`src/rtl/lsu_mem_ctrl_pkg.sv`:
```
// Shared types and constants for the load/store controller: widths, RV32I
// load/store funct3 encodings, FSM states and the request legality check.
package lsu_mem_ctrl_pkg;

   localparam int CPU_WIDTH           = 32;
   localparam int DATA_MEM_ADDR_WIDTH = 8;

   typedef enum logic [2:0] {
      LSU_B  = 3'b000,
      LSU_H  = 3'b001,
      LSU_W  = 3'b010,
      LSU_BU = 3'b100,
      LSU_HU = 3'b101
   } lsu_funct3_e;

   typedef enum logic [2:0] {
      IDLE,
      LOAD,
      ST_WR,
      RMW_RD,
      RMW_WR,
      RESP
   } lsu_state_e;

   // Unsigned variants exist only for loads; every other funct3 is illegal.
   function automatic logic lsu_req_err(input logic       we,
                                        input logic [2:0] funct3,
                                        input logic [1:0] off);
      logic err;
      case (funct3)
         LSU_B:   err = 1'b0;
         LSU_H:   err = off[0];
         LSU_W:   err = |off;
         LSU_BU:  err = we;
         LSU_HU:  err = we | off[0];
         default: err = 1'b1;
      endcase
      return err;
   endfunction

endpackage

```
`src/rtl/lsu_mem_ctrl_if.sv`:
```
// Core-side request/response and memory-side bus of the load/store controller.
// slave is the controller's view; master is the core plus data memory.
interface lsu_mem_ctrl_if;
   import lsu_mem_ctrl_pkg::*;

   logic                 lsu_req;
   logic                 lsu_ready;
   logic                 lsu_we;
   logic [2:0]           lsu_funct3;
   logic [CPU_WIDTH-1:0] lsu_addr;
   logic [CPU_WIDTH-1:0] lsu_wdata;
   logic                 lsu_done;
   logic                 lsu_err;
   logic [CPU_WIDTH-1:0] lsu_rdata;
   logic                 mem_wen;
   logic                 mem_ren;
   logic [CPU_WIDTH-1:0] mem_addr;
   logic [CPU_WIDTH-1:0] mem_wdata;
   logic [CPU_WIDTH-1:0] mem_rdata;

   modport slave (
      input  lsu_req, lsu_we, lsu_funct3, lsu_addr, lsu_wdata, mem_rdata,
      output lsu_ready, lsu_done, lsu_err, lsu_rdata,
             mem_wen, mem_ren, mem_addr, mem_wdata
   );

   modport master (
      output lsu_req, lsu_we, lsu_funct3, lsu_addr, lsu_wdata, mem_rdata,
      input  lsu_ready, lsu_done, lsu_err, lsu_rdata,
             mem_wen, mem_ren, mem_addr, mem_wdata
   );

endinterface

```
`src/rtl/lsu_mem_ctrl_align.sv`:
```
// Little-endian lane logic: load extract/extend and sub-word store merge.
// Purely combinational.
module lsu_align
   import lsu_mem_ctrl_pkg::*;
(
   input  logic [CPU_WIDTH-1:0] word,
   input  logic [1:0]           off,
   input  logic [2:0]           funct3,
   output logic [CPU_WIDTH-1:0] load_data,
   input  logic [CPU_WIDTH-1:0] old_word,
   input  logic [CPU_WIDTH-1:0] wdata,
   output logic [CPU_WIDTH-1:0] new_word
);

   logic [7:0]  byte_sel;
   logic [15:0] half_sel;

   always_comb begin
      byte_sel = word[{off, 3'b000} +: 8];
      half_sel = word[{off[1], 4'b0000} +: 16];
      case (funct3)
         LSU_B:   load_data = {{(CPU_WIDTH-8){byte_sel[7]}}, byte_sel};
         LSU_H:   load_data = {{(CPU_WIDTH-16){half_sel[15]}}, half_sel};
         LSU_BU:  load_data = {{(CPU_WIDTH-8){1'b0}}, byte_sel};
         LSU_HU:  load_data = {{(CPU_WIDTH-16){1'b0}}, half_sel};
         default: load_data = word;
      endcase
   end

   always_comb begin
      new_word = old_word;
      case (funct3)
         LSU_B:   new_word[{off, 3'b000} +: 8]     = wdata[7:0];
         LSU_H:   new_word[{off[1], 4'b0000} +: 16] = wdata[15:0];
         default: new_word = wdata;
      endcase
   end

endmodule

```
`src/rtl/lsu_mem_ctrl.sv`:
```
// Load/store controller in front of the word-wide data memory: one request at
// a time, sub-word stores by read-modify-write, loads extracted and extended.
module lsu_mem_ctrl
   import lsu_mem_ctrl_pkg::*;
(
   input logic           clk,
   input logic           rst_n,
   lsu_mem_ctrl_if.slave bus
);

   lsu_state_e           state, state_nxt;
   logic [CPU_WIDTH-1:0] addr_q, wdata_q, merge_q, rdata_q;
   logic [2:0]           funct3_q;
   logic                 we_q, err_q;
   logic                 accept, req_err;
   logic [CPU_WIDTH-1:0] load_data, store_word, word_addr;

   assign accept    = bus.lsu_req && (state == IDLE);
   assign req_err   = lsu_req_err(bus.lsu_we, bus.lsu_funct3, bus.lsu_addr[1:0]);
   assign word_addr = {addr_q[CPU_WIDTH-1:2], 2'b00};
   assign bus.lsu_rdata = rdata_q;

   lsu_align u_align (
      .word      (bus.mem_rdata),
      .off       (addr_q[1:0]),
      .funct3    (funct3_q),
      .load_data (load_data),
      .old_word  (merge_q),
      .wdata     (wdata_q),
      .new_word  (store_word)
   );

   // NOTE: sequential state uses non-blocking (<=) so every register samples
   // pre-edge values; blocking here would create order-dependent races.
   always_ff @(posedge clk or negedge rst_n) begin
      if (!rst_n) state <= IDLE;
      else        state <= state_nxt;
   end

   always_ff @(posedge clk or negedge rst_n) begin
      if (!rst_n) begin
         addr_q   <= '0;
         wdata_q  <= '0;
         funct3_q <= '0;
         we_q     <= 1'b0;
         err_q    <= 1'b0;
         merge_q  <= '0;
         rdata_q  <= '0;
      end else begin
         if (accept) begin
            addr_q   <= bus.lsu_addr;
            wdata_q  <= bus.lsu_wdata;
            funct3_q <= bus.lsu_funct3;
            we_q     <= bus.lsu_we;
            err_q    <= req_err;
         end
         if (state == RMW_RD) merge_q <= bus.mem_rdata;
         if (state == LOAD)   rdata_q <= load_data;
      end
   end

   // Memory strobes and address are pure state decodes, so an async reset
   // drops them immediately and an interrupted RMW never writes.
   always_comb begin
      // NOTE: every output gets a default before the case; a path that left
      // one unassigned would infer a latch.
      state_nxt     = state;
      bus.lsu_ready = 1'b0;
      bus.lsu_done  = 1'b0;
      bus.lsu_err   = 1'b0;
      bus.mem_ren   = 1'b0;
      bus.mem_wen   = 1'b0;
      bus.mem_addr  = '0;
      bus.mem_wdata = '0;
      case (state)
         IDLE: begin
            bus.lsu_ready = 1'b1;
            if (bus.lsu_req) begin
               if (req_err)                       state_nxt = RESP;
               else if (!bus.lsu_we)              state_nxt = LOAD;
               else if (bus.lsu_funct3 == LSU_W)  state_nxt = ST_WR;
               else                               state_nxt = RMW_RD;
            end
         end
         LOAD: begin
            bus.mem_ren  = 1'b1;
            bus.mem_addr = word_addr;
            state_nxt    = RESP;
         end
         ST_WR: begin
            bus.mem_wen   = 1'b1;
            bus.mem_addr  = word_addr;
            bus.mem_wdata = wdata_q;
            state_nxt     = RESP;
         end
         RMW_RD: begin
            bus.mem_ren  = 1'b1;
            bus.mem_addr = word_addr;
            state_nxt    = RMW_WR;
         end
         RMW_WR: begin
            bus.mem_wen   = 1'b1;
            bus.mem_addr  = word_addr;
            bus.mem_wdata = store_word;
            state_nxt     = RESP;
         end
         RESP: begin
            bus.lsu_done = 1'b1;
            bus.lsu_err  = err_q;
            state_nxt    = IDLE;
         end
         default: state_nxt = IDLE;
      endcase
   end

   // we_q is kept for visibility of the accepted request; decode uses funct3.
   logic unused_we;
   assign unused_we = we_q;

endmodule

```
`src/flat_wrapper.sv`:
```
// flat-port wrapper written by rule: the top's interface ports become plain ports
module lsu_mem_ctrl_flat import lsu_mem_ctrl_pkg::*;
  (clk, rst_n, bus_lsu_req, bus_lsu_we, bus_lsu_funct3, bus_lsu_addr, bus_lsu_wdata, bus_mem_rdata, bus_lsu_ready, bus_lsu_done, bus_lsu_err, bus_lsu_rdata, bus_mem_wen, bus_mem_ren, bus_mem_addr, bus_mem_wdata);
  lsu_mem_ctrl_if bus_i ();
  input logic clk;
  input logic rst_n;
  input wire logic [$bits(bus_i.lsu_req)-1:0] bus_lsu_req;
  input wire logic [$bits(bus_i.lsu_we)-1:0] bus_lsu_we;
  input wire logic [$bits(bus_i.lsu_funct3)-1:0] bus_lsu_funct3;
  input wire logic [$bits(bus_i.lsu_addr)-1:0] bus_lsu_addr;
  input wire logic [$bits(bus_i.lsu_wdata)-1:0] bus_lsu_wdata;
  input wire logic [$bits(bus_i.mem_rdata)-1:0] bus_mem_rdata;
  output wire logic [$bits(bus_i.lsu_ready)-1:0] bus_lsu_ready;
  output wire logic [$bits(bus_i.lsu_done)-1:0] bus_lsu_done;
  output wire logic [$bits(bus_i.lsu_err)-1:0] bus_lsu_err;
  output wire logic [$bits(bus_i.lsu_rdata)-1:0] bus_lsu_rdata;
  output wire logic [$bits(bus_i.mem_wen)-1:0] bus_mem_wen;
  output wire logic [$bits(bus_i.mem_ren)-1:0] bus_mem_ren;
  output wire logic [$bits(bus_i.mem_addr)-1:0] bus_mem_addr;
  output wire logic [$bits(bus_i.mem_wdata)-1:0] bus_mem_wdata;
  assign bus_i.lsu_req = bus_lsu_req;
  assign bus_i.lsu_we = bus_lsu_we;
  assign bus_i.lsu_funct3 = bus_lsu_funct3;
  assign bus_i.lsu_addr = bus_lsu_addr;
  assign bus_i.lsu_wdata = bus_lsu_wdata;
  assign bus_i.mem_rdata = bus_mem_rdata;
  assign bus_lsu_ready = bus_i.lsu_ready;
  assign bus_lsu_done = bus_i.lsu_done;
  assign bus_lsu_err = bus_i.lsu_err;
  assign bus_lsu_rdata = bus_i.lsu_rdata;
  assign bus_mem_wen = bus_i.mem_wen;
  assign bus_mem_ren = bus_i.mem_ren;
  assign bus_mem_addr = bus_i.mem_addr;
  assign bus_mem_wdata = bus_i.mem_wdata;
  lsu_mem_ctrl u_core (.clk(clk), .rst_n(rst_n), .bus(bus_i));
endmodule
```
`config.mk`:
```
export PLATFORM = sky130hd
export DESIGN_NAME = lsu_mem_ctrl_flat
export DESIGN_NICKNAME = d
export VERILOG_FILES = /design/src/rtl/lsu_mem_ctrl_pkg.sv /design/src/rtl/lsu_mem_ctrl_if.sv /design/src/rtl/lsu_mem_ctrl_align.sv /design/src/rtl/lsu_mem_ctrl.sv /design/src/flat_wrapper.sv
export SDC_FILE = /design/constraint.sdc
export NUM_CORES = 1
export LEC_CHECK = 0
export BUFFER_PORTS_ARGS = -buffer_cell sky130_fd_sc_hd__buf_4
export CORE_ASPECT_RATIO = 1.1
export CORE_UTILIZATION = 45
export CTS_BUF_LIST = sky130_fd_sc_hd__clkbuf_4
export DETAILED_ROUTE_END_ITERATION = 16
export GPL_TIMING_DRIVEN = 0
export MAX_ROUTING_LAYER = met4
export PLACE_DENSITY_LB_ADDON = 0.3
export SYNTH_ARGS = -nofsm -noshare
export SYNTH_HDL_FRONTEND = slang
export SYNTH_HIERARCHICAL = 1
export SYNTH_SLANG_ARGS = --single-unit
```
`constraint.sdc`:
```
create_clock -name clk -period 7.7 [get_ports clk]
set_input_delay 0.77 -clock clk [delete_from_list [all_inputs] [get_ports clk]]
set_output_delay 0.77 -clock clk [all_outputs]
set_load 0.05 [all_outputs]
```
==> results.md, run 1 <==
- Unrepaired setup endpoints after global routing: no
- Yosys warning count: 6
- Routed WL: 21,900 µm
- H-tree Lvls: 4
- Nets: between 1,000 and 1,500
- Max VDD drop: 299 µV
- Mapped cell area: 0.00765 mm²
- Reg-to-Reg Start: u_core/addr_q[0]
- PD cells: 512 mW/mm²
- Largest stage delay on the critical path: 490 ps
- Seq/Total Area, Yosys: 44.2%
- Synthesized instance count: 671
- Critical path peak fanout: 10
- Routability cong.: 0.922
- CTS tree: yes
- Worst setup startpoint: u_core/addr_q[1]
- Die height: 139 µm
- Psw: 0.00250 W
- Drt initial violations: 600
- Rel. slew slack: 40.7%
- Final Max Slew Viols: 0
- Port bufs: 201
- Clk Latency, worst-skew pair: 570 ps
- First-pass detailed-route iteration total: 5
- Kind of critical path: reg -> out
- Worst path required time: 6930 ps
- DR vias: 6,260
- CP Capture Type: output port
- Crit path buffers/inverters: 4
- IO Count: 204
- Vias in the first global route: 6,109
- Ys async rst share: 100%
- Dpl cells: 1,078
- Layout area overhead: 27.0%
- # resized after CTS: 0
- Max-cap viol count: 0
- Wire length of the first global-routing pass: 34,200 µm
- Library cells used by synthesis: 52
- Outcome: complete, no violations
- CP arrival: 3790 ps
- CP delay by family, top: buffers and inverters
- # DRC: 0
- Num CTS Buffers: 17
- Die X: 126 µm
- Setup Buffers After CTS: 0
- Cell leakage power: 4.65 nW
- Most used DFF post-synth: dfrtp_1
- Logic pwr share: 63.7%
- Critical path launch point type: flop
- Flop pwr share: 27.1%
- Die ar.: around 0.018 mm²
- Post-route setup TNS: 0 ps
- Core Footprint: about 0.016 mm²
- Hold Buf Count CTS: 0
- Clock period minus worst slack: 4560 ps
- Initial core utilization: 46.4%
- Share of cells above drive strength 1: 45.5%
- Clk buf depth: 2
- Total global routing overflow: 0
- Synthesized flop and latch total: 135
- Highest clock rate: 219 MHz
- Largest net degree at the start of global routing: 100
- Clock network fraction of total power: 9.2%
- Synthesized area per cell: 11.4 µm²
- Critical-path cell list: buf_2 -> buf_2 -> clkinv_1 -> ha_1 -> or3b_2 -> mux2i_2 -> a22o_1 -> a22o_1 -> buf_4
- Actual slew at the worst max-slew pin: about 890 ps
- All-Layer GR Usage: 26.5%
- Final worst path period share: 59.2%
- Initial antenna violation count: 1
- EDFF count, synth: 0
- DR WL/cell: 19.8 µm
- Non-filler cells, final: about 1,100
- Int Pwr: 0.00247 W
- Root Buffer: clkbuf_4
- Skew final: approximately 12 ps
- Final hold violation count: 0
- Dpl hpwl: 16,600 µm
- Hold Path Class: in -> async
- Cell Rows: 49
- Worst-path clk slew: roughly 130 ps
- Vias per cell: 5.64
- CTS Sinks: 135
- Setup-failing EPs final: 0
- Sw Share: 50.3%
- Final antenna-violating net count: 0
- Max stage delay cell, worst path: or3b_2
synth_stat cells (2+ instances only):
| library cell | n | share of area, % |
|---|---|---|
| o21ai_0 | 10 | 0.65 |
| a31oi_1 | 6 | 0.49 |
| or2_2 | 2 | 0.16 |
| nand4_1 | 2 | 0.16 |
| o22a_1 | 7 | 0.80 |
| buf_4 | 8 | 0.79 |
| ha_1 | 5 | 0.82 |
| o221ai_1 | 8 | 0.92 |
| mux2_2 | 124 | 18 |
| dfrtp_1 | 135 | 44 |
| nand2_1 | 51 | 2.5 |
| and2_1 | 33 | 2.7 |
| nand3_1 | 9 | 0.59 |
| a211oi_1 | 12 | 1.2 |
| inv_1 | 16 | 0.79 |
| mux2_4 | 8 | 1.6 |
| nand3b_1 | 7 | 0.69 |
| nor3b_1 | 3 | 0.29 |
| nor4bb_1 | 3 | 0.39 |
| buf_2 | 26 | 1.7 |
| clkbuf_1 | 17 | 0.83 |
| a221o_1 | 5 | 0.65 |
| a22o_1 | 44 | 5.0 |
| buf_6 | 3 | 0.44 |
| a221oi_1 | 13 | 1.5 |
| nor3_4 | 2 | 0.43 |
| a21oi_1 | 12 | 0.79 |
| mux2i_1 | 31 | 4.1 |
| nor2b_1 | 24 | 2.0 |
| and3b_1 | 10 | 1.1 |
| nor2_1 | 14 | 0.69 |
sequential cells by signal, summed over array words and instances, names as in the netlist:
name	cells
u_core/addr_q	32
u_core/bus.lsu_rdata	32
u_core/err_q	1
u_core/funct3_q	3
u_core/merge_q	32
u_core/state	3
u_core/wdata_q	32
final cells by class:
| class | instances | area (µm²) |
|---|---|---|
| diodes | 1 | 2.50 |
| clock inverters | 14 | 134 |
| repair buffers | 202 | 1540 |
| multi-input cells | 464 | 3890 |
| inverters | 17 | 63.8 |
| fillers | 1398 | 6780 |
| clock buffers | 17 | 128 |
| well taps | 204 | 255 |
| plain buffers | 56 | 323 |
| flip-flops and latches | 135 | 3380 |
cells by family (layout without fill, tap and decap cells):
group / count (synthesis) / in the layout / synth area share (%)
other: 1 / 3 / 0.0490
adder cells (fa/ha/maj): 5 / 5 / 0.818
buffers and inverters: 73 / 306 / 5.05
flip-flops: 135 / 135 / 44.2
AND/OR/NAND/NOR: 170 / 170 / 12.7
AO/OA/AOI/OAI: 122 / 122 / 12.8
multiplexers: 165 / 165 / 24.4
final timing paths:
check | to | slack [ps] | depth (start not counted)
min | u_core/addr_q[15] | 60 | 1
max | bus_mem_wdata[7] | 3140 | 9
min in group clk | u_core/addr_q[17] | 420 | 2
max reg2reg | u_core/bus.lsu_rdata[29] | 5490 | 5
min reg2reg | u_core/addr_q[11] | 510 | 1
max in group asynchronous | u_core/bus.lsu_rdata[28] | 6810 | 2
cells in the final DEF (no fill, tap or decap), types with 9 or more instances in the layout:
master	count
a211oi_1	12
a21oi_1	12
a221oi_1	13
a22o_1	44
and2_1	33
and3b_1	10
buf_2	26
buf_4	208
clkbuf_1	17
clkbuf_4	17
dfrtp_1	135
inv_1	16
mux2_2	124
mux2i_1	31
nand2_1	51
nand3_1	9
nor2_1	14
nor2b_1	24
o21ai_0	10
worst reg2reg max path, cell delays in order (launching register included):
cell     delay (ps)
dfrtp_1         590
mux4_2          620
a22oi_4         360
buf_6           200
nand2_1          70
mux2_2          260
per-stage QoR:
| step | utilization (%) | power (W) | setup slack, ps | hold slack, ps | area, µm² |
|---|---|---|---|---|---|
| after floorplan | - | 0.00359 | 4260 | 472 | 7650 |
| after global placement | 57.1 | 0.00445 | 3850 | 481 | 9420 |
| after detailed placement | 57.3 | 0.00450 | 3830 | 487 | 9450 |
| after CTS | 58.9 | 0.00496 | 3190 | 52.9 | 9710 |
| after global routing | 58.9 | 0.00523 | 2960 | 49.7 | 9710 |
| final | 58.9 | 0.00497 | 3140 | 63.4 | 9710 |
power by group through the flow:
stage          Combinational, W  Clock, W  Sequential, W
4_1_cts                 0.00316  0.000468        0.00134
2_1_floorplan           0.00207         0        0.00152
3_5_place_dp            0.00315         0        0.00135
6_report                0.00317  0.000457        0.00135
5_1_grt                 0.00334  0.000500        0.00139
3_3_place_gp            0.00311         0        0.00135
routing by layer:
metal	global-route usage [%]	wire length (µm)	up-vias
met5	-	0	-
met4	9.89	554	0
met3	4.63	1450	40
met2	40.3	10400	249
met1	35.3	9590	3074
li1	-	-	2897
No activity file was read; power rests on OpenSTA's default activity.
==> inputs of run 2 (changes only) <==
Settings changed: ABC_AREA from default to 1.
Clock period 7.7 ns to 4.4 ns, I/O delays scaled along.
==> run 2 against run 1 <==
  * Global-route usage grew 4.9 points
  * Clock skew barely moved
  * Via count rose by 43%
  * Combinational power up 94%
  * Flip-flop and latch count stayed put
  * Final cell count up 53%
  * Utilization down 1.3 points
  * First-iteration DRC count up 40%
  * Die area increased by 11%
  * Register-to-register slack worse by 3000 ps
  * Critical path type unchanged
  * Largest power group unchanged
  * Highest routed layer unchanged
==> results.md, run 2 <==
- Outcome: complete, no violations
- Mapped cell area: 0.00852 mm²
- Fillers: 1,802
- Root Buffer: clkbuf_4
- Setup Buffers After CTS: 0
- Hold Buf Count CTS: 1
- Rel. slew slack: 54.3%
- H-tree Lvls: 4
- Initial core utilization: 46.1%
- Wire length of the first global-routing pass: 45,400 µm
- Worst path required time: 3960 ps
- All-Layer GR Usage: about a third
- Post-route setup TNS: 0 ps
- Commonest non-fill, non-tap cells in the layout: nand2_1, buf_4, dfrtp_1, nand3_1, inv_1
- Final Max Slew Viols: 0
- Logic pwr share: between 60% and 70%
- Largest cells by area after synthesis: dfrtp_1, nand2_1, nand3_1
- Synthesized flop and latch total: 135
- Cell leakage power: 6.10 nW
- Psw: 0.00518 W
- Post-route cell area: 0.0106 mm²
- Max-cap viol count: 0
- Clk buf depth: 2
- Worst-path clk slew: 120 ps
- Sw Share: 55.2%
- Dpl hpwl: 21,700 µm
- Library cells used by synthesis: 31
- Kind of critical path: reg -> out
- Clock network fraction of total power: approximately 8.7%
- Non-filler cells, final: ~1,700
- Actual slew at the worst max-slew pin: 686 ps
- Final antenna-violating net count: 0
- Setup-failing EPs final: 0
- Post-synth top area cell: dfrtp_1
- Vias in the first global route: 8,322
- Total global routing overflow: 0
- Nets: about 1,600
- Max VDD drop: 561 µV
- CTS Sinks: 135
- Largest net degree at the start of global routing: 90
- Clock period minus worst slack: between 3000 and 4000 ps
- Seq/Total Area, Yosys: 39.7%
- First-pass detailed-route iteration total: 5
- Skew final: 12.5 ps
- Commonest non-fill, non-tap cell in the layout: nand2_1
- CP Capture Type: output port
- Layout area overhead: 25.0%
- Final worst path period share: 88.3%
- Routed WL: 29,200 µm
- Port bufs: 201
- Share of cells above drive strength 1: 24.8%
- # resized after CTS: 0
- Yosys warning count: 6
- Most used DFF post-synth: dfrtp_1
- Routability cong.: 0.963
- Critical path peak fanout: 12
- Die ar.: approximately 0.019 mm²
- Highest clock rate: roughly 260 MHz
- Synthesized instance count: 1,219
- Cell Area, Placed: 0.0104 mm²
- Dpl cells: about 1,700
- Flop pwr share: between 20% and 30%
- Core Footprint: 0.0185 mm²
- EDFF count, synth: 0
- Die X: 133 µm
- Unrepaired setup endpoints after global routing: no
- WHS: 66.1 ps
- Initial antenna violation count: 1
- Num CTS Buffers: 17
- PD cells: 882 mW/mm²
- Die height: 146 µm
- Reg2reg path depth: 9
- Hold Path Class: in -> reg
- # DRC: 0
- CP arrival: between 3000 and 4000 ps
- DR WL/cell: 17.2 µm
- DR vias: 8,940
- WHS Path Cells: 3
- Synthesized area per cell: 6.99 µm²
- Ys async rst share: 100%
- CTS tree: yes
- IO Count: 204
- Int Pwr: 0.00420 W
- Cell Rows: 52
- Vias per cell: 5.27
- Synth top area share: 39.7%
- Critical path launch point type: flop
- Drt initial violations: 838
- Clk Latency, worst-skew pair: around 550 ps
- Post-synth top cells: nand2_1, dfrtp_1, nand3_1
- Most common cell in the netlist: nand2_1
- Final hold violation count: 0
==> run 2: cell types whose count changed after synthesis, moves of 31 or more <==
cell     previous run  this run
and2_1             33         0
inv_1              16       100
mux2_2            124        32
mux2i_1            31         0
nand2_1            51       541
nand3_1             9       119
nor2_1             14        53
==> run 2: kinds of logic after synthesis <==
group / after synthesis / share of synthesized area, %
simple gates: 759 / 37.5
flops: 135 / 39.7
buf+inv: 183 / 10.2
mux: 32 / 4.23
other cells: 1 / 0.0440
fa+ha+maj: 5 / 0.735
compound gates: 104 / 7.61
==> run 2: path summary, 6_finish.rpt <==
path,startpoint,end,slack [ps]
min in group asynchronous,rst_n,u_core/merge_q[2],370
min,bus_lsu_addr[15],u_core/addr_q[15],70
max,u_core/addr_q[1],bus_mem_wdata[9],510
max reg2reg,u_core/addr_q[1],u_core/bus.lsu_rdata[2],2510
max in group asynchronous,rst_n,u_core/wdata_q[10],3210
min reg2reg,u_core/merge_q[6],u_core/merge_q[6],480
==> run 2: worst max-delay path, cell delays in order (launching register included) <==
cell,delay [ps]
dfrtp_1,510
inv_2,190
buf_2,270
buf_2,340
ha_1,200
clkbuf_1,300
buf_2,290
o21ai_0,160
nand2_1,90
nand3_1,70
a22o_1,270
buf_4,200
==> run 2: metal layers <==
metal	track usage, %	wire [µm]
met4	11.1	726
met2	49.8	14000
met5	-	0
met1	40.9	12200
met3	4.69	2280
==> run 2: area by class of cell <==
cell class | count | area [µm²] | share of cell area (%)
Clock inverter | 13 | 130 | 1.22
Buffer | 74 | 453 | 4.26
Antenna cell | 1 | 2.50 | 0.0235
Sequential cell | 135 | 3380 | 31.7
Tap cell | 243 | 304 | 2.86
Timing Repair Buffer | 203 | 1550 | 14.6
Clock buffer | 18 | 135 | 1.27
Multi-Input combinational cell | 902 | 4280 | 40.2
Inverter | 109 | 414 | 3.89
==> run 2: metrics by stage <==
step           util (%)  setup WS, ps  power [W]
6_report           57.6           513    0.00938
5_1_grt            57.6           343     0.0100
4_1_cts            57.6           566    0.00932
3_5_place_dp       56.1          1200    0.00849
3_3_place_gp       55.9          1210    0.00840
2_1_floorplan         -          1840    0.00664
==> run 2: power by group through the flow <==
stage | sequential [W] | clock (W) | combinational, W
2_1_floorplan | 0.00269 | 0 | 0.00396
3_3_place_gp | 0.00241 | 0 | 0.00600
4_1_cts | 0.00240 | 0.000831 | 0.00609
3_5_place_dp | 0.00242 | 0 | 0.00608
6_report | 0.00242 | 0.000814 | 0.00615
5_1_grt | 0.00247 | 0.000887 | 0.00664
